**src/rtl/npu_spi_pkg.sv**
```systemverilog
// Shared definitions for the NPU SPI master: controller states, default timing
// parameters and the word width.
package npu_spi_pkg;

  typedef enum logic [2:0] {
    IDLE,
    SETUP,
    SHIFT,
    NEXT,
    HOLD
  } spiState_e;

  localparam int unsigned DEF_CLK_DIV      = 4;
  localparam int unsigned DEF_CS_SETUP_CYC = 2;
  localparam int unsigned DEF_CS_HOLD_CYC  = 2;
  localparam int unsigned SPI_WORD_W       = 8;

  // Bits needed for a counter running 0..n-1 (at least one bit).
  function automatic int unsigned cntWidth(input int unsigned n);
    return (n < 2) ? 1 : $clog2(n);
  endfunction

endpackage

```
**src/rtl/npu_spi_sclk_gen.sv**
```systemverilog
// SPI clock generator: CLK_DIV system cycles per half-period while enabled,
// flagging the last cycle of each high phase, where a bit completes.
module npu_spi_sclk_gen
  import npu_spi_pkg::*;
#(
  parameter int unsigned CLK_DIV = DEF_CLK_DIV
) (
  input  logic clk_100M,
  input  logic rst_n,
  input  logic en_i,
  output logic sclk_o,
  output logic bitEnd_o
);

  localparam int unsigned HALF_W = cntWidth(CLK_DIV);

  logic [HALF_W-1:0] halfCnt_q, halfCnt_d;
  logic              phase_q, phase_d;
  logic              halfDone;

  assign halfDone = (halfCnt_q == HALF_W'(CLK_DIV - 1));

  // Counter and phase collapse to zero whenever disabled, so every enable starts a low phase.
  always_comb begin
    halfCnt_d = '0;
    phase_d   = 1'b0;
    if (en_i) begin
      if (halfDone) begin
        halfCnt_d = '0;
        phase_d   = ~phase_q;
      end else begin
        halfCnt_d = halfCnt_q + 1'b1;
        phase_d   = phase_q;
      end
    end
  end

  always_ff @(posedge clk_100M or negedge rst_n) begin
    if (!rst_n) begin
      halfCnt_q <= '0;
      phase_q   <= 1'b0;
    end else begin
      halfCnt_q <= halfCnt_d;
      phase_q   <= phase_d;
    end
  end

  assign sclk_o   = phase_q;
  assign bitEnd_o = en_i & phase_q & halfDone;

endmodule

```
**src/rtl/npu_spi_master.sv**
```systemverilog
// SPI mode-0 master, MSB first, with a valid/ready byte stream; cs_n spans a whole
// multi-byte transaction and is released only after the byte flagged last.
module npu_spi_master
  import npu_spi_pkg::*;
#(
  parameter int unsigned CLK_DIV      = DEF_CLK_DIV,
  parameter int unsigned CS_SETUP_CYC = DEF_CS_SETUP_CYC,
  parameter int unsigned CS_HOLD_CYC  = DEF_CS_HOLD_CYC
) (
  input  logic                  clk_100M,
  input  logic                  rst_n,
  input  logic [SPI_WORD_W-1:0] tx_data,
  input  logic                  tx_valid,
  input  logic                  tx_last,
  output logic                  tx_ready,
  output logic [SPI_WORD_W-1:0] rx_data,
  output logic                  rx_valid,
  output logic                  busy,
  output logic                  sclk,
  output logic                  mosi,
  output logic                  cs_n,
  input  logic                  miso
);

  localparam int unsigned DLY_MAX = (CS_SETUP_CYC > CS_HOLD_CYC) ? CS_SETUP_CYC : CS_HOLD_CYC;
  localparam int unsigned DLY_W   = cntWidth(DLY_MAX);
  localparam int unsigned BIT_W   = cntWidth(SPI_WORD_W);

  spiState_e             state_q, state_d;
  logic [DLY_W-1:0]      cycCnt_q, cycCnt_d;
  logic [BIT_W-1:0]      bitCnt_q, bitCnt_d;
  logic [SPI_WORD_W-1:0] txShift_q, txShift_d;
  logic [SPI_WORD_W-1:0] rxShift_q, rxShift_d;
  logic [SPI_WORD_W-1:0] rxData_q, rxData_d;
  logic                  rxValid_q, rxValid_d;
  logic                  mosi_q, mosi_d;
  logic                  last_q, last_d;
  logic                  readyEn_q;
  logic                  bitEnd;
  logic                  transfer;

  npu_spi_sclk_gen #(
    .CLK_DIV (CLK_DIV)
  ) u_sclk_gen (
    .clk_100M (clk_100M),
    .rst_n    (rst_n),
    .en_i     (state_q == SHIFT),
    .sclk_o   (sclk),
    .bitEnd_o (bitEnd)
  );

  // Holds tx_ready low through reset and releases it on the first edge afterwards.
  always_ff @(posedge clk_100M or negedge rst_n) begin
    if (!rst_n) readyEn_q <= 1'b0;
    else        readyEn_q <= 1'b1;
  end

  assign tx_ready = readyEn_q && ((state_q == IDLE) || (state_q == NEXT));
  assign transfer = tx_valid && tx_ready;

  always_comb begin
    state_d   = state_q;
    cycCnt_d  = '0;
    bitCnt_d  = bitCnt_q;
    txShift_d = txShift_q;
    rxShift_d = rxShift_q;
    rxData_d  = rxData_q;
    rxValid_d = 1'b0;
    mosi_d    = mosi_q;
    last_d    = last_q;
    unique case (state_q)
      IDLE: begin
        mosi_d   = 1'b0;
        bitCnt_d = '0;
        if (transfer) begin
          txShift_d = tx_data;
          last_d    = tx_last;
          state_d   = SETUP;
        end
      end
      SETUP: begin
        if (cycCnt_q == DLY_W'(CS_SETUP_CYC - 1)) begin
          mosi_d    = txShift_q[SPI_WORD_W-1];
          txShift_d = {txShift_q[SPI_WORD_W-2:0], 1'b0};
          bitCnt_d  = '0;
          state_d   = SHIFT;
        end else begin
          cycCnt_d = cycCnt_q + 1'b1;
        end
      end
      // mosi moves to the next bit on the same edge that sclk falls.
      SHIFT: begin
        if (bitEnd) begin
          rxShift_d = {rxShift_q[SPI_WORD_W-2:0], miso};
          if (bitCnt_q == BIT_W'(SPI_WORD_W - 1)) begin
            rxData_d  = {rxShift_q[SPI_WORD_W-2:0], miso};
            rxValid_d = 1'b1;
            bitCnt_d  = '0;
            state_d   = last_q ? HOLD : NEXT;
          end else begin
            bitCnt_d  = bitCnt_q + 1'b1;
            mosi_d    = txShift_q[SPI_WORD_W-1];
            txShift_d = {txShift_q[SPI_WORD_W-2:0], 1'b0};
          end
        end
      end
      NEXT: begin
        if (transfer) begin
          last_d    = tx_last;
          mosi_d    = tx_data[SPI_WORD_W-1];
          txShift_d = {tx_data[SPI_WORD_W-2:0], 1'b0};
          bitCnt_d  = '0;
          state_d   = SHIFT;
        end
      end
      HOLD: begin
        if (cycCnt_q == DLY_W'(CS_HOLD_CYC - 1)) begin
          mosi_d  = 1'b0;
          state_d = IDLE;
        end else begin
          cycCnt_d = cycCnt_q + 1'b1;
        end
      end
      default: state_d = IDLE;
    endcase
  end

  always_ff @(posedge clk_100M or negedge rst_n) begin
    if (!rst_n) begin
      state_q   <= IDLE;
      cycCnt_q  <= '0;
      bitCnt_q  <= '0;
      txShift_q <= '0;
      rxShift_q <= '0;
      rxData_q  <= '0;
      rxValid_q <= 1'b0;
      mosi_q    <= 1'b0;
      last_q    <= 1'b0;
    end else begin
      state_q   <= state_d;
      cycCnt_q  <= cycCnt_d;
      bitCnt_q  <= bitCnt_d;
      txShift_q <= txShift_d;
      rxShift_q <= rxShift_d;
      rxData_q  <= rxData_d;
      rxValid_q <= rxValid_d;
      mosi_q    <= mosi_d;
      last_q    <= last_d;
    end
  end

  assign cs_n     = (state_q == IDLE);
  assign busy     = (state_q != IDLE);
  assign mosi     = mosi_q;
  assign rx_data  = rxData_q;
  assign rx_valid = rxValid_q;

endmodule

```
**config.mk**
```make
export PLATFORM = sky130hd
export DESIGN_NAME = npu_spi_master
export DESIGN_NICKNAME = d
export VERILOG_FILES = /design/src/rtl/npu_spi_pkg.sv /design/src/rtl/npu_spi_sclk_gen.sv /design/src/rtl/npu_spi_master.sv
export SDC_FILE = /design/constraint.sdc
export NUM_CORES = 1
export LEC_CHECK = 0
export ABC_AREA = 1
export CAP_MARGIN = 0
export CORE_MARGIN = 2
export CORE_UTILIZATION = 58
export DETAILED_ROUTE_END_ITERATION = 16
export GPL_ROUTABILITY_DRIVEN = 0
export PLACE_DENSITY = 0.89
export SYNTH_ARGS = -nofsm -noshare
export SYNTH_HDL_FRONTEND = slang
export SYNTH_SLANG_ARGS = --single-unit
```
**constraint.sdc**
```tcl
create_clock -name clk_100M -period 4.2 [get_ports clk_100M]
set_clock_uncertainty 0.05 [all_clocks]
set_input_delay 0.63 -clock clk_100M [delete_from_list [all_inputs] [get_ports clk_100M]]
set_output_delay 0.63 -clock clk_100M [all_outputs]
set_load 0.1 [all_outputs]
```
==> results.md, run 1 <==
* Run status: completed
* Post-route insts no fill at 307
* Placed Cells incl. Taps at 300
* Unique cell type count in the Yosys netlist at 27
* Upper clock frequency limit at 314.2 MHz
* # resized after CTS at 0
* Synthesized-area fraction occupied by and/or/nand/nor cells at 35.99%
* Top fanout value on the critical path at 6
* Synthesized area per cell at 8.226 um^2
* Arrival time of the worst setup path at 2.50 ns
* Row count at 20
* TritonCTS clock tree: done
* Worst-case clock buffer depth at 2
* Count of final hold-check violations at 0
* Via Count at 1574
* Sum of overflow across all layers after global routing at 0
* Part of the Yosys area used for sequential elements at 47.90%
* Area Overhead vs Synth at 17.09%
* Number of enable-type register cells in the synthesized netlist at 0
* Core area at 3103 um^2
* Final worst-path setup slack at 1.018 ns
* # Post-CTS Setup Buffers at 0
* Fraction of registers with async set or reset after synthesis at 100.0%
* Cell Area, Synth at 1933 um^2
* #FFs+latches synth at 37
* Number of clock sinks at 37
* Hold-fix buffers at CTS at 0
* Internal reg-to-reg setup slack at 2.38 ns
* Total Die Area at 3811 um^2
* Nets in the synthesized netlist at 251
* Global-route wire length before repair at 6127 um
* Setup violations, final at 0
* Compound-Gate Fraction of Synth Area at 5.825%
* Effective utilization at floorplan at 62.30%
* Critical path launch point type: register
* Top Ports at 27
* Antenna viol nets, final at 0
* Chip Height at 61.73 um
* Vias per std cell at 5.127
* Count of inserted antenna diode cells at 0
* TritonCTS buffer count at 5
* Pwr per Cell Area at 693.8 nW/um^2
* Vias in the first global route at 1437
* Root Buffer Master: clkbuf_4
* Number of antenna violations at the first check in global routing at 0
* RSZ-0062 raised after global routing: false
* Max H-tree Level at 2
* Ratio of final minimum period to clock period at 75.77%
* Overall Global Routing Usage at 22.20%
* Yosys warns at 0
* Mux share of post-synthesis cell area at 0%
* Length of the first detailed-routing pass in iterations at 5
* Post-DP HPWL at 2583 um
* Portion of synthesized cell area occupied by the leading cell type at 47.90%
* Adder-cell share of the synthesized area at 1.942%
* Layout Nets at 279
* Worst Hold Margin at 0.3898 ns
* Max-cap violation count at 0
* End of the worst hold path: u_sclk_gen.halfCnt_q[0]
* Slew @ Worst Pin at 0.9670 ns
* Path depth of the worst reg2reg path at 8
* Required time reported for the critical path endpoint at 3.52 ns
* Largest net degree at the start of global routing at 38
* Worst hold path cell count at 1
* DR WL/cell at 11.82 um
* Initial detailed-routing violation count at 78
* Fraction of final layout cells sized beyond drive strength 1 at 11.03%
* Worst rel slew slack at 35.33%
* Cell type with the largest total area after synthesis: dfrtp_1
* Register clock-pin slew on the reported worst setup and hold paths at 0.11 ns
* Class of the most critical hold timing path: register to register
* Total power of the final layout at 1.570 mW
* Count of buffers from port buffering at 26
* Count of mapped cells out of synthesis at 235
* Fin Setup TNS at 0 ns
* Minimum period implied by the final worst setup slack at 3.182 ns
* Ordered cell list for the critical path: nor2_4, nand2_4, a21boi_0, clkdlybuf4s50_1
* Type of the worst setup path: register to primary output
* Post-synth top flop: dfrtp_1
* Drt total wl at 3630 um
* Dominant combinational cell family by area after synthesis: simple AND/OR/NAND/NOR gates
* Endpoint of the lowest-slack register-to-register path: txShift_q[3]
* Peak per-stage delay on the critical path at 1.15 ns
* Reg-to-reg startpoint: bitCnt_q[0]
* Latest clock arrival within the worst-skew pair at 0.35 ns
* Category of the worst setup path capture point: primary output
* Max-slew violation count at 0
* Leakage power at 1.152 nW
* Final routed DRC violation total at 0
* Peak supply drop at 0.4004 mV
* Post-Place Setup Slack at 1.406 ns
* Worst min-delay path startpoint: u_sclk_gen.halfCnt_q[0]
* Share of the synthesized netlist area taken by xor and xnor gates at 0%
* X dimension of the die at 61.73 um
* Slowest cell on crit path: clkdlybuf4s50_1
* Area contributors post-synth: dfrtp_1 (48%), nand2_1 (14%), nor2_1 (5.8%)
-- worst max-delay path by stage --
| stage | startpoint | slack, ns | endpoint | cells past startpoint |
|---|---|---|---|---|
| floorplan | state_q[1] | 0.41 | tx_ready | 4 |
| global placement | state_q[2] | 1.44 | tx_ready | 4 |
| detailed placement | state_q[2] | 1.41 | tx_ready | 4 |
| CTS | state_q[2] | 1.00 | tx_ready | 4 |
| global route | state_q[2] | 0.91 | tx_ready | 4 |
| finish | state_q[1] | 1.02 | tx_ready | 4 |
-- placed cells by master (no fill, tap or decap) --
cell type / synthesis / final
dfrtp_1: 37 / 37
buf_4: 2 / 1
a21oi_1: 3 / 3
clkbuf_4: 0 / 5
nand4_1: 16 / 16
conb_1: 1 / 1
a21oi_2: 1 / 1
o21ai_0: 8 / 8
nor2_4: 3 / 3
nand2_1: 70 / 70
nor3_1: 1 / 1
nand3_1: 4 / 4
nand2_4: 3 / 3
nor2_2: 3 / 3
clkdlybuf4s50_1: 0 / 26
inv_1: 24 / 24
nand2_2: 2 / 2
inv_2: 3 / 3
clkbuf_8: 0 / 1
o22ai_1: 1 / 1
inv_6: 1 / 1
nand3_2: 2 / 2
clkbuf_1: 0 / 1
a21boi_0: 1 / 1
nor2_1: 30 / 30
ha_1: 3 / 3
or2_1: 1 / 1
nand3_4: 4 / 4
o21ai_1: 7 / 7
-- flip-flops by register name (all words and copies together) (netlist names) --
signal and flops:
u_sclk_gen.sclk_o 1, cycCnt_q 1, rx_data 8, txShift_q 8, u_sclk_gen.halfCnt_q 2, last_q 1
bitCnt_q 3, readyEn_q 1, mosi 1, rxShift_q 7, rx_valid 1, state_q 3
-- per-layer routing --
metal | share of wire (%) | vias up | GRT usage, % | wire length, um
li1 | - | 804 | - | -
met4 | 0.72 | 0 | 7.903 | 26
met3 | 5.3 | 4 | 6.211 | 194
met5 | 0 | - | 0 | 0
met1 | 48 | 721 | 29.95 | 1740
met2 | 46 | 45 | 34.74 | 1668
-- kinds of logic (layout without fill, tap and decap cells) --
| group | Yosys count | count (layout) |
|---|---|---|
| adder cells (fa/ha/maj) | 3 | 3 |
| AND/OR/NAND/NOR | 139 | 139 |
| buffers and inverters | 34 | 62 |
| flip-flops | 37 | 37 |
| AO/OA/AOI/OAI | 21 | 21 |
| other | 1 | 1 |
-- power by group --
part           internal (mW)  switching [mW]  leakage, nW
Sequential             0.431          0.0660        0.485
Clock                 0.0790           0.111       0.0314
Combinational          0.253           0.630        0.636
-- layout make-up --
| type | count | area [um^2] |
|---|---|---|
| sequential | 37 | 925.9 |
| multi-input combinational | 164 | 849.6 |
| fill | 251 | 839.6 |
| timing repair buffer | 27 | 267.8 |
| inverter | 28 | 110.1 |
| clock buffer | 7 | 55.05 |
| tap | 44 | 55.05 |
-- through the flow --
step	util [%]	instance area, um^2
finish	72.94	2263
global route	72.94	2263
CTS	72.94	2263
detailed placement	71.17	2208
global placement	71.17	2208
floorplan	-	1933
-- critical path, delay by kind of cell, from the launching register on --
family / cells / cell delay [ns]
AOI/OAI and AO/OA: 1 / 0.17
buffers and inverters: 1 / 1.15
DFF: 1 / 0.52
and+or+nand+nor: 2 / 0.31
-- synthesized netlist by cell type, types with 2 or more instances --
master,n
nand2_1,70
ha_1,3
nand3_4,4
buf_2,2
nor2_4,3
nand3_2,2
dfrtp_1,37
nand2_4,3
o21ai_0,8
a21oi_1,3
buf_4,2
inv_2,3
nor2_1,30
o21ai_1,7
nand4_1,16
buf_6,2
nor2_2,3
nand2_2,2
inv_1,24
nand3_1,4
No activity file was read; power rests on OpenSTA's default activity.
==> run 2, diff against run 1 <==
--- a/config.mk
+++ b/config.mk
@@ -8,10 +8,10 @@
 export ABC_AREA = 1
 export CAP_MARGIN = 0
 export CORE_MARGIN = 2
-export CORE_UTILIZATION = 58
+export CORE_UTILIZATION = 54
 export DETAILED_ROUTE_END_ITERATION = 16
 export GPL_ROUTABILITY_DRIVEN = 0
-export PLACE_DENSITY = 0.89
+export PLACE_DENSITY = 0.84
 export SYNTH_ARGS = -nofsm -noshare
 export SYNTH_HDL_FRONTEND = slang
 export SYNTH_SLANG_ARGS = --single-unit
==> constraint.sdc (replaced) <==
create_clock -name clk_100M -period 3.15 [get_ports clk_100M]
set_clock_uncertainty 0.05 [all_clocks]
set_input_delay 0.4725 -clock clk_100M [delete_from_list [all_inputs] [get_ports clk_100M]]
set_output_delay 0.4725 -clock clk_100M [all_outputs]
set_load 0.1 [all_outputs]
==> results.md, run 2 (same netlist as run 1, synthesis figures left out) <==
* Post-place instance area at 2176 um^2 (-1.5%)
* Root Buffer Master: clkbuf_4
* Ordered cell list for the critical path: nor2_4, nand2_4, a21boi_1, buf_4
* Cell family contributing the most delay on the critical path: flip-flops
* Row count at 21 (+5.0%)
* Fillers at 282 (+12%)
* Pwr per Cell Area at 946.7 nW/um^2 (+36%)
* Latest clock arrival within the worst-skew pair at 0.35 ns (about the same)
* Effective utilization at floorplan at 57.03% (-5.3 points)
* Sequential cell area in the final layout at 925.9 um^2 (unchanged)
* Chip Height at 63.83 um (+3.4%)
* # Post-CTS Setup Buffers at 0 (unchanged)
* Count of buffers from port buffering at 26 (unchanged)
* Leakage power at 1.186 nW (+2.9%)
* Final core area utilization at 66.33% (-6.6 points)
* Peak per-stage delay on the critical path at 0.52 ns (-0.63 ns)
* Final routed DRC violation total at 0 (unchanged)
* Register clock-pin slew on the reported worst setup and hold paths at 0.11 ns (about the same)
* Post-DP HPWL at 2481 um (-3.9%)
* Max-slew violation count at 0 (unchanged)
* TritonCTS clock tree: done
* Antenna viol nets, final at 0 (unchanged)
* Most used cells in the layout excluding fill and tap cells: nand2_1 (70), dfrtp_1 (37), nor2_1 (30)
* X dimension of the die at 63.83 um (+3.4%)
* Overall Global Routing Usage at 19.41% (-2.8 points)
* Category of the worst setup path capture point: primary output
* Vias per std cell at 5.032 (-1.8%)
* Total Die Area at 4074 um^2 (+6.9%)
* Worst rel slew slack at 66.09% (+31 points)
* Minimum period implied by the final worst setup slack at 2.171 ns
* Fraction of final layout cells sized beyond drive strength 1 at 16.73% (+5.7 points)
* Slowest cell on crit path: dfrtp_1
* Ratio of final minimum period to clock period at 68.93%
* Hold-fix buffers at CTS at 0 (unchanged)
* Fin Setup TNS at 0 ns (unchanged)
* Slew @ Worst Pin at 0.5068 ns (-0.4602 ns)
* Run status: completed
* Post-Place Setup Slack at 1.323 ns (-0.08326 ns)
* DR WL/cell at 11.35 um (-4.0%)
* Type of the worst setup path: register to primary output
* Max-cap violation count at 0 (unchanged)
* Combined area of the multi-input logic cells at 849.6 um^2 (unchanged)
* Count of inserted antenna diode cells at 0 (unchanged)
* Arrival time of the worst setup path at 1.65 ns (-0.85 ns)
* # resized after CTS at 0 (unchanged)
* Placed Cells incl. Taps at 302 (+0.67%)
* Critical path buffers and inverters at 1 (unchanged)
* Initial detailed-routing violation count at 111 (+42%)
* Vias in the first global route at 1452 (+1.0%)
* Global-route wire length before repair at 6161 um (+0.55%)
* Most common cell after layout, fill and taps aside: nand2_1
* RSZ-0062 raised after global routing: false
* Worst-case clock buffer depth at 2 (unchanged)
* Sum of overflow across all layers after global routing at 0 (unchanged)
* Post-route insts no fill at 309 (+0.65%)
* Peak supply drop at 0.5679 mV (+42%)
* Final worst-path setup slack at 0.9786 ns (-0.03901 ns)
* Final design area excluding fillers at 2248 um^2 (-0.66%)
* Number of clock sinks at 37 (unchanged)
* TritonCTS buffer count at 5 (unchanged)
* Largest net degree at the start of global routing at 38 (unchanged)
* Class of the most critical hold timing path: register to register
* Top Ports at 27 (unchanged)
* Core area at 3390 um^2 (+9.2%)
* Setup violations, final at 0 (unchanged)
* Layout Nets at 279 (unchanged)
* Via Count at 1555 (-1.2%)
* Drt total wl at 3508 um (-3.4%)
* Count of final hold-check violations at 0 (unchanged)
* Critical path launch point type: register
* Upper clock frequency limit at 460.5 MHz
* Length of the first detailed-routing pass in iterations at 4 (-1)
* Top fanout value on the critical path at 6 (unchanged)
* Area Overhead vs Synth at 16.31%
* Max H-tree Level at 2 (unchanged)
* Number of antenna violations at the first check in global routing at 0 (unchanged)
* Required time reported for the critical path endpoint at 2.63 ns (-0.89 ns)
run 2: area by class of cell:
class	instances	area share (%)
clock buffer	5	1.669
clock inverter	2	1.558
inverter	28	4.897
multi-input combinational	164	37.79
sequential	37	41.18
tap	46	2.560
timing repair buffer	27	10.35
run 2: path summary, 6_finish.rpt:
| check | cells past startpoint | end | start | slack (ns) |
|---|---|---|---|---|
| setup / recovery | 4 | tx_ready | state_q[1] | 0.98 |
| hold reg to reg | 1 | u_sclk_gen.halfCnt_q[0] | u_sclk_gen.halfCnt_q[0] | 0.41 |
| max in group asynchronous | 2 | u_sclk_gen.sclk_o | rst_n | 2.23 |
| min in group asynchronous | 2 | mosi | rst_n | 0.49 |
| setup reg to reg | 8 | txShift_q[4] | bitCnt_q[0] | 1.41 |
| hold / removal | 1 | u_sclk_gen.halfCnt_q[0] | u_sclk_gen.halfCnt_q[0] | 0.41 |
run 2: power breakdown:
group	switching, mW	leakage [nW]	internal, mW
clock	0.155	0.0410	0.162
combinational	0.825	0.660	0.328
sequential	0.0845	0.485	0.574
run 2: routing by layer:
layer	vias up	global-route usage, %	part of all wire (%)
met2	42	29.69	43
met5	-	0	0
met1	702	25.82	49
met4	0	10.33	2.1
met3	8	4.225	5.8
li1	803	-	-
run 2: worst register-to-register path, delay by kind of cell, from the launching register on:
kind                     cells  cell delay (ns)
adder cells (fa/ha/maj)      2             0.44
AND/OR/NAND/NOR              6             0.75
flip-flops                   1             0.41
run 2: metrics by stage:
| stage | hold WS [ns] | power (mW) |
|---|---|---|
| after detailed placement | 0.3960 | 1.817 |
| after floorplan | 0.1269 | 1.622 |
| final | 0.4110 | 2.129 |
| after global placement | 0.3764 | 1.793 |
| after global routing | 0.4191 | 2.297 |
| after CTS | 0.4101 | 2.138 |
